## src/rtl/usb_pkg.sv

```systemverilog
// +---------------------------------------------------------------------------+
// | usb_pkg : PID constants, token field offsets, scheduler state encoding     |
// | Revision: 1.0                                                             |
// +---------------------------------------------------------------------------+
`default_nettype none

package usb_pkg;

   localparam logic [7:0] c_PID_OUT   = 8'hE1;
   localparam logic [7:0] c_PID_IN    = 8'h69;
   localparam logic [7:0] c_PID_SETUP = 8'h2D;
   localparam logic [7:0] c_PID_DATA0 = 8'hC3;
   localparam logic [7:0] c_PID_DATA1 = 8'h4B;
   localparam logic [7:0] c_PID_ACK   = 8'hD2;
   localparam logic [7:0] c_PID_NAK   = 8'h5A;
   localparam logic [7:0] c_PID_STALL = 8'h1E;

   localparam int c_TOK_PID_LSB  = 0;
   localparam int c_TOK_ADDR_LSB = 8;
   localparam int c_TOK_EP_LSB   = 15;
   localparam int c_TOK_CRC_LSB  = 19;

   typedef enum logic [2:0] {
      ST_IDLE    = 3'd0,
      ST_RX_PID  = 3'd1,
      ST_RX_BODY = 3'd2,
      ST_TX_HS   = 3'd3,
      ST_TX_DATA = 3'd4,
      ST_WAIT_HS = 3'd5
   } state_t;

   // Upper nibble must be the ones-complement of the lower nibble.
   function automatic logic pid_valid(input logic [7:0] pid);
      return pid[7:4] == ~pid[3:0];
   endfunction

endpackage

`default_nettype wire

```

## src/rtl/usb_toggle_bank.sv

```systemverilog
// +---------------------------------------------------------------------------+
// | usb_toggle_bank : per-endpoint DATA0/DATA1 toggles, clear wins over update |
// | Revision: 1.0                                                             |
// +---------------------------------------------------------------------------+
`default_nettype none

module usb_toggle_bank #(
   parameter int NUM_EP = 4
) (
   input  logic              clk,
   input  logic              rst,
   input  logic [3:0]        i_sel,
   input  logic              i_setup,
   input  logic              i_flip_out,
   input  logic              i_flip_in,
   input  logic [NUM_EP-1:0] i_clr,
   output logic [NUM_EP-1:0] o_tog_out,
   output logic [NUM_EP-1:0] o_tog_in
);

   for (genvar g = 0; g < NUM_EP; g++) begin : g_ep
      logic r_out;
      logic r_in;
      logic w_hit;

      assign w_hit = (i_sel == 4'(g));

      always_ff @(posedge clk or posedge rst) begin
         if (rst) begin
            r_out <= 1'b0;
            r_in  <= 1'b0;
         end else if (i_clr[g]) begin
            r_out <= 1'b0;
            r_in  <= 1'b0;
         end else if (w_hit) begin
            if (i_setup) begin
               r_out <= 1'b1;
               r_in  <= 1'b1;
            end else begin
               if (i_flip_out) r_out <= ~r_out;
               if (i_flip_in)  r_in  <= ~r_in;
            end
         end
      end

      assign o_tog_out[g] = r_out;
      assign o_tog_in[g]  = r_in;
   end

endmodule

`default_nettype wire

```

## src/rtl/usb_txn_sched.sv

```systemverilog
// +---------------------------------------------------------------------------+
// | usb_txn_sched : sequences SETUP/OUT/IN transactions and grants datapath    |
// | Revision: 1.0                                                             |
// +---------------------------------------------------------------------------+
`default_nettype none

module usb_txn_sched
   import usb_pkg::*;
#(
   parameter int NUM_EP      = 4,
   parameter int TIMEOUT_CYC = 128
) (
   input  logic              clk,
   input  logic              rst,
   input  logic [6:0]        dev_addr,
   input  logic [23:0]       token_in,
   input  logic              token_in_strb,
   input  logic [7:0]        rx_pid,
   input  logic              rx_pid_strb,
   input  logic              rx_end,
   input  logic              rx_fail,
   input  logic [NUM_EP-1:0] ep_out_ready,
   input  logic [NUM_EP-1:0] ep_in_valid,
   input  logic [NUM_EP-1:0] ep_stall,
   input  logic [NUM_EP-1:0] ep_toggle_clr,
   output logic [3:0]        ep_sel,
   output logic              busy,
   output logic              ep_out_commit,
   output logic              ep_out_discard,
   output logic              ep_in_start,
   output logic              ep_in_done,
   output logic              ep_in_retry,
   output logic [7:0]        tx_pid,
   output logic              tx_pid_strb,
   output logic              tx_has_data,
   input  logic              tx_done
);

   localparam int c_TW = $clog2(TIMEOUT_CYC) + 1;

   state_t            r_state;
   logic [3:0]        r_ep;
   logic              r_is_setup;
   logic              r_data1;
   logic              r_rx_fail;
   logic [c_TW-1:0]   r_timer;

   logic [7:0]        w_tok_pid;
   logic [6:0]        w_tok_addr;
   logic [3:0]        w_tok_ep;
   logic [NUM_EP-1:0] w_tok_oh;
   logic [NUM_EP-1:0] w_cur_oh;
   logic [NUM_EP-1:0] w_tog_out;
   logic [NUM_EP-1:0] w_tog_in;
   logic              w_tok_ok;
   logic              w_tok_stall;
   logic              w_tok_valid;
   logic              w_tok_tog_in;
   logic              w_cur_stall;
   logic              w_cur_ready;
   logic              w_cur_tog_out;
   logic              w_timeout;
   logic              w_fail;
   logic              w_body_end;
   logic              w_set_setup;
   logic              w_flip_out;
   logic              w_flip_in;
   logic              w_unused_crc;

   assign w_tok_pid    = token_in[c_TOK_PID_LSB +: 8];
   assign w_tok_addr   = token_in[c_TOK_ADDR_LSB +: 7];
   assign w_tok_ep     = token_in[c_TOK_EP_LSB +: 4];
   assign w_unused_crc = ^token_in[c_TOK_CRC_LSB +: 5];

   assign w_tok_ok = token_in_strb && pid_valid(w_tok_pid)
                     && (w_tok_pid == c_PID_OUT || w_tok_pid == c_PID_IN || w_tok_pid == c_PID_SETUP)
                     && (w_tok_addr == dev_addr)
                     && ({1'b0, w_tok_ep} < 5'(NUM_EP));

   // One-hot masks avoid indexing per-endpoint vectors with a wider index.
   assign w_tok_oh      = NUM_EP'(1) << w_tok_ep;
   assign w_cur_oh      = NUM_EP'(1) << r_ep;
   assign w_tok_stall   = |(ep_stall & w_tok_oh);
   assign w_tok_valid   = |(ep_in_valid & w_tok_oh);
   assign w_tok_tog_in  = |(w_tog_in & w_tok_oh);
   assign w_cur_stall   = |(ep_stall & w_cur_oh);
   assign w_cur_ready   = |(ep_out_ready & w_cur_oh);
   assign w_cur_tog_out = |(w_tog_out & w_cur_oh);

   assign w_timeout   = (r_timer == c_TW'(TIMEOUT_CYC - 1));
   assign w_fail      = r_rx_fail | rx_fail;
   assign w_body_end  = (r_state == ST_RX_BODY) && rx_end && !w_fail;
   assign w_set_setup = w_body_end && r_is_setup;
   assign w_flip_out  = w_body_end && !r_is_setup && !w_cur_stall && w_cur_ready
                        && (r_data1 == w_cur_tog_out);
   assign w_flip_in   = (r_state == ST_WAIT_HS) && rx_pid_strb && (rx_pid == c_PID_ACK);

   usb_toggle_bank #(.NUM_EP(NUM_EP)) u_toggles (
      .clk        (clk),
      .rst        (rst),
      .i_sel      (r_ep),
      .i_setup    (w_set_setup),
      .i_flip_out (w_flip_out),
      .i_flip_in  (w_flip_in),
      .i_clr      (ep_toggle_clr),
      .o_tog_out  (w_tog_out),
      .o_tog_in   (w_tog_in)
   );

   always_ff @(posedge clk or posedge rst) begin
      if (rst) begin
         r_state        <= ST_IDLE;
         r_ep           <= '0;
         r_is_setup     <= 1'b0;
         r_data1        <= 1'b0;
         r_rx_fail      <= 1'b0;
         r_timer        <= '0;
         ep_sel         <= '0;
         busy           <= 1'b0;
         ep_out_commit  <= 1'b0;
         ep_out_discard <= 1'b0;
         ep_in_start    <= 1'b0;
         ep_in_done     <= 1'b0;
         ep_in_retry    <= 1'b0;
         tx_pid         <= '0;
         tx_pid_strb    <= 1'b0;
         tx_has_data    <= 1'b0;
      end else begin
         ep_out_commit  <= 1'b0;
         ep_out_discard <= 1'b0;
         ep_in_start    <= 1'b0;
         ep_in_done     <= 1'b0;
         ep_in_retry    <= 1'b0;
         tx_pid_strb    <= 1'b0;

         case (r_state)
            ST_IDLE: begin
               if (w_tok_ok) begin
                  r_ep   <= w_tok_ep;
                  ep_sel <= w_tok_ep;
                  busy   <= 1'b1;
                  if (w_tok_pid == c_PID_IN) begin
                     tx_pid_strb <= 1'b1;
                     if (w_tok_stall) begin
                        tx_pid      <= c_PID_STALL;
                        tx_has_data <= 1'b0;
                        r_state     <= ST_TX_HS;
                     end else if (!w_tok_valid) begin
                        tx_pid      <= c_PID_NAK;
                        tx_has_data <= 1'b0;
                        r_state     <= ST_TX_HS;
                     end else begin
                        tx_pid      <= w_tok_tog_in ? c_PID_DATA1 : c_PID_DATA0;
                        tx_has_data <= 1'b1;
                        ep_in_start <= 1'b1;
                        r_state     <= ST_TX_DATA;
                     end
                  end else begin
                     r_is_setup <= (w_tok_pid == c_PID_SETUP);
                     r_timer    <= '0;
                     r_state    <= ST_RX_PID;
                  end
               end
            end

            ST_RX_PID: begin
               if (rx_pid_strb) begin
                  if (rx_pid == c_PID_DATA0 || rx_pid == c_PID_DATA1) begin
                     r_data1   <= (rx_pid == c_PID_DATA1);
                     r_rx_fail <= rx_fail;
                     r_state   <= ST_RX_BODY;
                  end else begin
                     r_state <= ST_IDLE;
                     busy    <= 1'b0;
                  end
               end else if (w_timeout) begin
                  r_state <= ST_IDLE;
                  busy    <= 1'b0;
               end else begin
                  r_timer <= r_timer + c_TW'(1);
               end
            end

            ST_RX_BODY: begin
               if (rx_fail) r_rx_fail <= 1'b1;
               if (rx_end) begin
                  if (w_fail) begin
                     ep_out_discard <= 1'b1;
                     r_state        <= ST_IDLE;
                     busy           <= 1'b0;
                  end else begin
                     tx_pid_strb <= 1'b1;
                     tx_has_data <= 1'b0;
                     r_state     <= ST_TX_HS;
                     if (r_is_setup) begin
                        tx_pid        <= c_PID_ACK;
                        ep_out_commit <= 1'b1;
                     end else if (w_cur_stall) begin
                        tx_pid         <= c_PID_STALL;
                        ep_out_discard <= 1'b1;
                     end else if (!w_cur_ready) begin
                        tx_pid         <= c_PID_NAK;
                        ep_out_discard <= 1'b1;
                     end else if (r_data1 != w_cur_tog_out) begin
                        tx_pid         <= c_PID_ACK;
                        ep_out_discard <= 1'b1;
                     end else begin
                        tx_pid        <= c_PID_ACK;
                        ep_out_commit <= 1'b1;
                     end
                  end
               end
            end

            ST_TX_HS: begin
               if (tx_done) begin
                  r_state <= ST_IDLE;
                  busy    <= 1'b0;
               end
            end

            ST_TX_DATA: begin
               if (tx_done) begin
                  r_timer <= '0;
                  r_state <= ST_WAIT_HS;
               end
            end

            ST_WAIT_HS: begin
               if (rx_pid_strb) begin
                  if (rx_pid == c_PID_ACK) ep_in_done  <= 1'b1;
                  else                     ep_in_retry <= 1'b1;
                  r_state <= ST_IDLE;
                  busy    <= 1'b0;
               end else if (w_timeout) begin
                  ep_in_retry <= 1'b1;
                  r_state     <= ST_IDLE;
                  busy        <= 1'b0;
               end else begin
                  r_timer <= r_timer + c_TW'(1);
               end
            end

            default: begin
               r_state <= ST_IDLE;
               busy    <= 1'b0;
            end
         endcase
      end
   end

endmodule

`default_nettype wire

```

## config.mk

```make
export PLATFORM = sky130hd
export DESIGN_NAME = usb_txn_sched
export DESIGN_NICKNAME = d
export VERILOG_FILES = /design/src/rtl/usb_pkg.sv /design/src/rtl/usb_toggle_bank.sv /design/src/rtl/usb_txn_sched.sv
export SDC_FILE = /design/constraint.sdc
export NUM_CORES = 1
export LEC_CHECK = 0
export ABC_AREA = 1
export CAP_MARGIN = 20
export CORE_MARGIN = 10
export CORE_UTILIZATION = 43
export CTS_CLUSTER_DIAMETER = 200
export DETAILED_ROUTE_END_ITERATION = 12
export GPL_TIMING_DRIVEN = 0
export PLACE_DENSITY = 0.86
export SLEW_MARGIN = 15
export SYNTH_ARGS = -nofsm -noshare
export SYNTH_HDL_FRONTEND = slang
export SYNTH_SLANG_ARGS = --single-unit
```

## constraint.sdc

```tcl
create_clock -name clk -period 1.6 [get_ports clk]
set_input_delay 0.16 -clock clk [delete_from_list [all_inputs] [get_ports clk]]
set_output_delay 0.16 -clock clk [all_outputs]
set_load 0.05 [all_outputs]
```

* Word level (Yosys, flattened, before mapping)
Index checks and enable logic that the tools add are counted.
** Word-level totals
- Flip-flop bits (word level) :: 42
** Operators by class
- $lt $le $gt $ge :: 1
- Equal/unequal tests :: 33
- Shifts and indexed selects :: 2
- Add/subtract/negate cells :: 1
- Reductions and logical operators :: 59
- Bitwise logic cells :: 18
- Multiplexer cells :: 111
** Operators with widths (number)
- $mux W8 :: 15
- $mux W1 :: 77
- $mux W3 :: 10
- $reduce_bool A3 Y1 :: 9
- $ne A2 B2 Y1 const B :: 13
- $and A4 B4 Y4 :: 6
- $eq A8 B7 Y1 const B :: 3
- $eq A8 B8 Y1 const B :: 3
- $pmux W8 S3 :: 1
- $reduce_or A4 Y1 :: 6
- $pmux W3 S6 :: 1
- $reduce_and A2 Y1 :: 9
- $pmux W8 S2 :: 1
- $logic_and A1 B1 Y1 :: 13
- $reduce_and A6 Y1 :: 2
- $reduce_bool A2 Y1 :: 6
- $not A1 Y1 :: 10
- $add A8 B1 Y8 const B :: 1
- $eq A4 B2 Y1 const B :: 2
- $eq A8 B6 Y1 const B :: 1
- $reduce_and A4 Y1 :: 2
- $shl A1 B4 Y4 const A :: 2
- $eq A7 B7 Y1 :: 1
- $eq A3 B2 Y1 const B :: 2
- other kinds (20) :: 29

* Longest topological paths before layout
Gate-level depths: netlist (run 1).
- Depth after elaboration :: 11
- Mapped depth :: 12
- Gate-level depth less buffers :: 12

* By module
A second synthesis (run 1) with hierarchy kept.
** Unflattened totals
- Cell total of the unflattened synthesis :: 469
- Area, all modules :: 2927.8 µm²
** By module, submodules not included
- usb_txn_sched :: cells each 381, instances 1, area an instance 2362.3 µm², seq. area each 800.8 µm²
- usb_toggle_bank :: cells each 88, instances 1, area an instance 565.5 µm², seq. area each 200.2 µm²

* Least setup slack after synthesis (run 1)
OpenSTA, ideal clock, no wires.
- Path kind :: flip-flop to flip-flop
- Start point :: register r_ep[2]
- End point :: register u_toggles.g_ep[1].r_out
- Buffers on the path :: 1
- Cell stages (with the launch flop) :: 12
- Data arrival time :: 1.634 ns
- Slack :: -0.151 ns
- Library setup time :: 0.116 ns
- Cell sequence :: dfrtp_1 > nor2_4 > buf_4 > nand3_1 > nand2_1 > nor2_1 > nor2_2 > nand4_2 > nand2_1 > nand2_1 > nand2_1 > nand2_1
** Between the ends
- Word-level cells in the longest chain between the ends :: 9
- Elaborated cells between the ends (all ways) :: 16
- Those cells by class :: eq/ne (2); shift (1); bitwise (3); reduce/logical (10)
** Ends and longest elaborated chain
- from (decl) :: RTL line usb_txn_sched.sv:42 : logic [3:0] r_ep;
- from (signal assigned) :: RTL line usb_txn_sched.sv:139 : r_ep <= w_tok_ep;
- $shl A1 B4 Y4 :: RTL line usb_txn_sched.sv:82 : assign w_cur_oh = NUM_EP'(1) << r_ep;
- $and A4 B4 Y4 :: RTL line usb_txn_sched.sv:86 : assign w_cur_stall = |(ep_stall & w_cur_oh);
- $reduce_or A4 Y1 :: RTL line usb_txn_sched.sv:86
- $logic_not A1 Y1 :: RTL line usb_txn_sched.sv:94 : assign w_flip_out = w_body_end && !r_is_setup && !w_cur_stall && w_cur_ready
- $logic_and A1 B1 Y1 (2 in series) :: RTL line usb_txn_sched.sv:94
- $logic_and A1 B1 Y1 :: RTL line usb_txn_sched.sv:95 : && (r_data1 == w_cur_tog_out);
- $reduce_bool A3 Y1 (no line)
- $reduce_and A2 Y1 (no line) *
- to (signal assigned) :: RTL line usb_toggle_bank.sv:40 : if (i_flip_out) r_out <= ~r_out;
- to (decl) :: RTL line usb_toggle_bank.sv:22 : logic r_out;
Mark *: on every way between the ends. The rest lies on a longest branch, timed or not.
A chain may end at the register's enable or synchronous reset.

* Final worst setup path (run 1)
- Start point :: register r_timer[1]
- End point :: register r_timer[0]
** Between the ends
- Word-level cells in the longest chain between the ends :: 3
** Ends and longest elaborated chain
- from (decl) :: RTL line usb_txn_sched.sv:46 : logic [c_TW-1:0] r_timer;
- from (signal assigned) :: RTL line usb_txn_sched.sv:180 : r_timer <= r_timer + c_TW'(1);
- from (signal assigned) :: RTL line usb_txn_sched.sv:240 : r_timer <= r_timer + c_TW'(1);
- $eq A8 B7 Y1 :: RTL line usb_txn_sched.sv:90 : assign w_timeout = (r_timer == c_TW'(TIMEOUT_CYC - 1));
- $ne A2 B2 Y1 (no line)
- $reduce_and A6 Y1 (no line)
Every way passes these cells.

==> results.toml, run 1 <==
[run_status]
status = "finished, violations left"
violations = "setup timing"

[logic_synthesis]
syn-cell-area_um2 = 2700
synth_cell_types = 35
yosysSeqAreaShare = 0.371
syn-mean-instance-area_um2 = 6.92
synth_cells = 390
ys_warn_count = 0
synth_seq_cells = 40
synth_fp_nets = 453

[detailed_routing]
top_layer_used = "met4"
via_per_inst = 5.35
drt_iter0_drc = 163
dr.pass1.iters = 5
wl_met3_um = 596
met2_length_um = 4520
detail-route-antenna-nets = 0
route.vias.total = 3065
drc = 0
wl_met1_um = 3280
drt-total-wl_um = 8640
routedWlPerCell_um = 15.1

[min_path]
holdCritPathClass = "primary input to asynchronous set/reset pin"

[critical_path]
r2r_cells = 11
rr_endpoint = "r_timer[0]"
start_kind = "flip-flop"
regToRegSetupSlack_ns = -0.12
worst_ep_required_time_ns = 1.80
critPathKind = "flip-flop to flip-flop"
r2r-start = "r_timer[1]"
crit_arrival_ns = 1.93
worstSetupEndpointType = "flip-flop"
crit_path_max_fanout = 6

[floorplan]
fp-row-count = 28
ios = 82
die_y_um = 99.2
start_util = 0.451
dieWidth_um = 99.2
core-area_um2 = 5990
dieArea_um2 = 9850

[global_routing]
grt_pass1_wl_um = 13500
first_global_vias = 2943
grt_usage = 0.161
antenna_found_initial = 0
grt.overflow.total = 0
grt_max_degree = 30

[power_and_ir_drop]
p_leak_uw = 0.00196
peakVddDrop_v = 0.000659
powerDensity_nw_per_um2 = 823

[clocking]
clkSinkCount = 40
cts_buffer_depth = 2
clk_pin_slew_ns = 0.09
holdBufCountCts = 0
ctsRootBufferMaster = "clkbuf_8"
cts_tree = "yes"
htree_levels = 2
cts_buffers = 5
worstSkewPairLatency_ns = 0.31

[timing]
skew_ns = 0.00381
fin_hold_ws_ns = 0.113
tns_ns = -1.25
period_share = 1.08
slew_viol_final = 0
fmax_mhz = 580
timing_hold_violations_final = 0
slew_headroom = 0.653
fin_ws_ns = -0.123
tightest_slew_ns = 0.522
finalSetupViolCount = 14
layout_min_cycle_time_ns = 1.72
rsz0062_at_grt = "yes"

[final_layout]
utilization = 0.679
instances_no_fill = 573
drive_gt1_frac = 0.263
num_antenna_cells = 0
nFillCells = 477
final_cell_mix = "nand2_1 (93), clkdlybuf4s50_1 (54), nand3_1 (34), dfrtp_1 (34), inv_1 (31)"
fin_nets = 560
final_common_cell = "nand2_1"
layout-area-overhead-vs-synth_pct = 50.7

[place]
place_congestion = 0.880
pre_cts_ws_ns = -0.373
dp_cells = 541
dp_hpwl_um = 6260
place.port_buffers = 75

[flow_run]
drv_cap = 0
-- report_power, final --
part | switching (uW) | internal (uW)
Clock | 402 | 470
Combinational | 730 | 551
Sequential | 87.2 | 1110
-- layout make-up --
class                   instances  area [um2]  share of cell area
repair buffers                100         957               0.235
well taps                      75        93.8              0.0231
clock inverters                 3        46.3              0.0114
multi-input cells             300        1670               0.410
clock buffers                   5        68.8              0.0169
flip-flops and latches         40        1010               0.248
inverters                      46         180              0.0443
plain buffers                   4        46.3              0.0114
-- logic make-up (layout without fill, tap and decap cells) --
kind of cell / Yosys count / in the layout / share of synthesized area
flops: 40 / 40 / 0.371
buf+inv: 50 / 158 / 0.0797
simple gates: 234 / 234 / 0.390
compound gates: 54 / 54 / 0.121
xor+xnor: 10 / 10 / 0.0325
fa+ha+maj: 1 / 1 / 0.00464
other cells: 1 / 1 / 0.00139
-- state kept, by name, indices dropped and copies added (netlist names), 3 cells and up --
| register | cells |
|---|---|
| r_state | 3 |
| u_toggles.g_ep.r_out | 4 |
| tx_pid | 7 |
| u_toggles.g_ep.r_in | 4 |
| r_timer | 8 |
| r_ep | 4 |
-- critical path, stage by stage (launching register included) --
cell and delay, ns:
dfrtp_1 0.36, ha_2 0.19, nand2_2 0.07, nor2_2 0.09, nand2_1 0.08, nor2_2 0.13
nand3_2 0.12, a21oi_4 0.17, nor2_2 0.07, nand2_4 0.12, clkbuf_16 0.17, o21ai_2 0.05
-- Yosys cell counts --
library cell / n / area (um2)
nand2_1: 108 / 405
nor2_1: 51 / 191
dfrtp_1: 40 / 1000
nand3_1: 39 / 195
inv_1: 32 / 120
a21oi_1: 18 / 90.1
inv_2: 13 / 48.8
o21ai_1: 11 / 55.1
o21ai_0: 9 / 45.0
nor2_2: 7 / 43.8
o21ai_2: 7 / 61.3
xor2_1: 7 / 61.3
a31oi_1: 5 / 31.3
nand4_1: 5 / 31.3
nand2_2: 4 / 25.0
nand3b_1: 4 / 30.0
buf_4: 3 / 22.5
or2_2: 3 / 18.8
xnor2_1: 3 / 26.3
nand3_2: 2 / 20.0
nand4_2: 2 / 25.0
nor3_1: 2 / 10.0
nor3b_1: 2 / 15.0
o21a_1: 2 / 15.0
a21oi_4: 1 / 16.3
buf_12: 1 / 20.0
clkinv_1: 1 / 3.75
conb_1: 1 / 3.75
ha_1: 1 / 12.5
nand2_4: 1 / 11.3
nand2b_1: 1 / 6.26
nor2_4: 1 / 11.3
nor2b_1: 1 / 6.26
o211ai_2: 1 / 12.5
or2_1: 1 / 6.26
-- through the flow --
step | area [um2] | total power [uW]
5_1_grt | 4070 | 3500
4_1_cts | 3780 | 3150
2_1_floorplan | 2710 | 1870
6_report | 4070 | 3350
3_5_place_dp | 3570 | 2240
3_3_place_gp | 3550 | 2200
-- worst max path at each step --
stage | startpoint | endpoint | slack [ns] | cells past startpoint
2_1_floorplan | r_ep[3] | u_toggles.g_ep[1].r_out | -0.0008 | 11
3_3_place_gp | rst | r_ep[3] | -0.48 | 2
3_5_place_dp | token_in[6] | tx_pid[3] | -0.37 | 12
4_1_cts | r_timer[1] | r_timer[4] | -0.13 | 12
5_1_grt | r_timer[1] | r_timer[6] | -0.24 | 12
6_report | r_timer[1] | r_timer[0] | -0.12 | 11
-- metal layers --
layer  GRT usage  vias up
met2       0.287      136
met1       0.180     1423
li1            -     1477
met5           0        -
met4      0.0540        0
met3      0.0464       29
-- timing repair --
item / in CTS / in global routing
pin swaps: 10 / 17
gates cloned: 0 / 1
gates resized for setup: 30 / 53
endpoints found under the setup margin: 42 / 37
buffers inserted: 10 / 13
Note: power is estimated with default switching activity, not from simulation.
==> inputs of run 2 (changes only) <==
CORE_UTILIZATION = 51   (was 43)
PLACE_DENSITY = 0.95   (was 0.86)
clock period = 2.1 ns   (was 1.6 ns; I/O delays follow)
==> results.toml, run 2 (same netlist as run 1, synthesis figures left out) <==
[run_status]
status = "completed"

[clocking]
cts_resized = 0
cts_tree = "yes"
worstSkewPairLatency_ns = 0.30
htree_levels = 2
clk_pin_slew_ns = 0.08
post-cts-setup-buffers = 0
holdBufCountCts = 0
cts_buffer_depth = 2
ctsRootBufferMaster = "clkbuf_8"
cts_buffers = 5
clkSinkCount = 40

[critical_path]
worstSetupEndpointType = "flip-flop"
crit_arrival_ns = 2.06
critPathKind = "flip-flop to flip-flop"
crit_path_max_fanout = 8
critPathTopFamily = "simple AND/OR/NAND/NOR gates"
worst_ep_required_time_ns = 2.31
crit_slowest_cell = "dfrtp_1"
path_cells = "nor2_1 > nand2_1 > inv_2 > nand4_2 > inv_2 > nor2_1 > nand2_1 > a21oi_1 > a31oi_1"
slowest_delay_ns = 0.44
critPathBufInv = 2
start_kind = "flip-flop"

[global_routing]
grt_usage = 0.180
grt_pass1_wl_um = 12900
first_global_vias = 2850
antenna_found_initial = 0
grt.overflow.total = 0
grt_max_degree = 35

[timing]
fmax_mhz = 542
rsz0062_at_grt = "no"
slew_viol_final = 0
tns_ns = 0
tightest_slew_ns = 0.536
timing_hold_violations_final = 0
fin_ws_ns = 0.254
skew_ns = 0.00902
finalSetupViolCount = 0
slew_headroom = 0.642
period_share = 0.879
layout_min_cycle_time_ns = 1.85

[detailed_routing]
route.vias.total = 2923
detail-route-antenna-nets = 0
via_per_inst = 5.37
drt_iter0_drc = 204
dr.pass1.iters = 6
drc = 0
drt-total-wl_um = 7700
routedWlPerCell_um = 14.2

[final_layout]
drive_gt1_frac = 0.114
regMostFlops = "r_timer"
reg.largest.list = "r_timer (8), tx_pid (7)"
final_common_cell = "nand2_1"
largest_reg_flops = 8
nFillCells = 404
final_cell_mix = "nand2_1 (108), clkdlybuf4s50_1 (75), nor2_1 (51)"
layout-area-overhead-vs-synth_pct = 35.1
fin_nets = 536
num_antenna_cells = 0
utilization = 0.714
design_area_um2 = 3650

[place]
place.port_buffers = 75
pre_cts_ws_ns = 0.0785
place_area_um2 = 3560
place_congestion = 0.880
dp_hpwl_um = 6270

[floorplan]
die_y_um = 92.7
fp-row-count = 26
core-area_um2 = 5110
ios = 82
dieWidth_um = 92.7
start_util = 0.528
dieArea_um2 = 8600

[power_and_ir_drop]
peakVddDrop_v = 0.000347
powerDensity_nw_per_um2 = 614
p_leak_uw = 0.00172

[min_path]
holdCritPathClass = "primary input to asynchronous set/reset pin"

[flow_run]
drv_cap = 0
[run 2: cell types whose count changed in the layout (fill, tap and decap cells not counted), sizes merged]
cell	change
clkdlybuf4s50	+21
clkbuf	+2
dlymetal6s2s	-3
clkinvlp	-1
buf	-23
clkinv	-1
bufinv	-1
dlygate4sd2	-18
[run 2: cell type report]
type / count / area (um2) / share of cell area
timing repair buffer: 76 / 771 / 0.211
inverter: 46 / 173 / 0.0473
clock buffer: 8 / 90.1 / 0.0247
sequential: 40 / 1000 / 0.274
multi-input combinational: 300 / 1480 / 0.407
buffer: 4 / 42.5 / 0.0117
tap: 70 / 87.6 / 0.0240
[run 2: path summary, 6_finish.rpt]
check	startpoint	endpoint	slack [ns]	cells after the start
setup / recovery	r_state[2]	u_toggles.g_ep[3].r_in	0.25	9
hold / removal	rst	u_toggles.g_ep[3].r_out	0.14	2
setup reg to reg	r_state[2]	u_toggles.g_ep[3].r_in	0.25	9
hold reg to reg	tx_pid[1]	tx_pid[1]	0.47	1
max in group asynchronous	rst	tx_pid[0]	1.53	3
min in group clk	tx_pid[1]	tx_pid[1]	0.47	1
[run 2: routing by layer]
layer / routed length (um) / up-vias / GRT usage
met5: 0 / - / 0
met3: 590 / 19 / 0.0468
met1: 3030 / 1355 / 0.207
met2: 3960 / 131 / 0.321
li1: - / 1418 / -
met4: 120 / 0 / 0.0501
[run 2: worst register-to-register path: cells and delay by family (launching register included)]
family | cells | cell delay, ns
AO/OA/AOI/OAI | 2 | 0.22
flip-flops | 1 | 0.44
AND/OR/NAND/NOR | 5 | 0.74
buffers and inverters | 2 | 0.36
[run 2: per-stage QoR]
stage | total power [uW] | hold WS [ns] | std cells
6_report | 2240 | 0.139 | 544
3_3_place_gp | 1670 | 0.448 | 535
3_5_place_dp | 1710 | 0.450 | 536
2_1_floorplan | 1420 | 0.351 | 390
4_1_cts | 2250 | 0.135 | 544
5_1_grt | 2360 | 0.157 | 544
[run 2: power breakdown]
part           internal (uW)  switching (uW)
Clock                    268             271
Combinational            319             480
Sequential               843            58.7
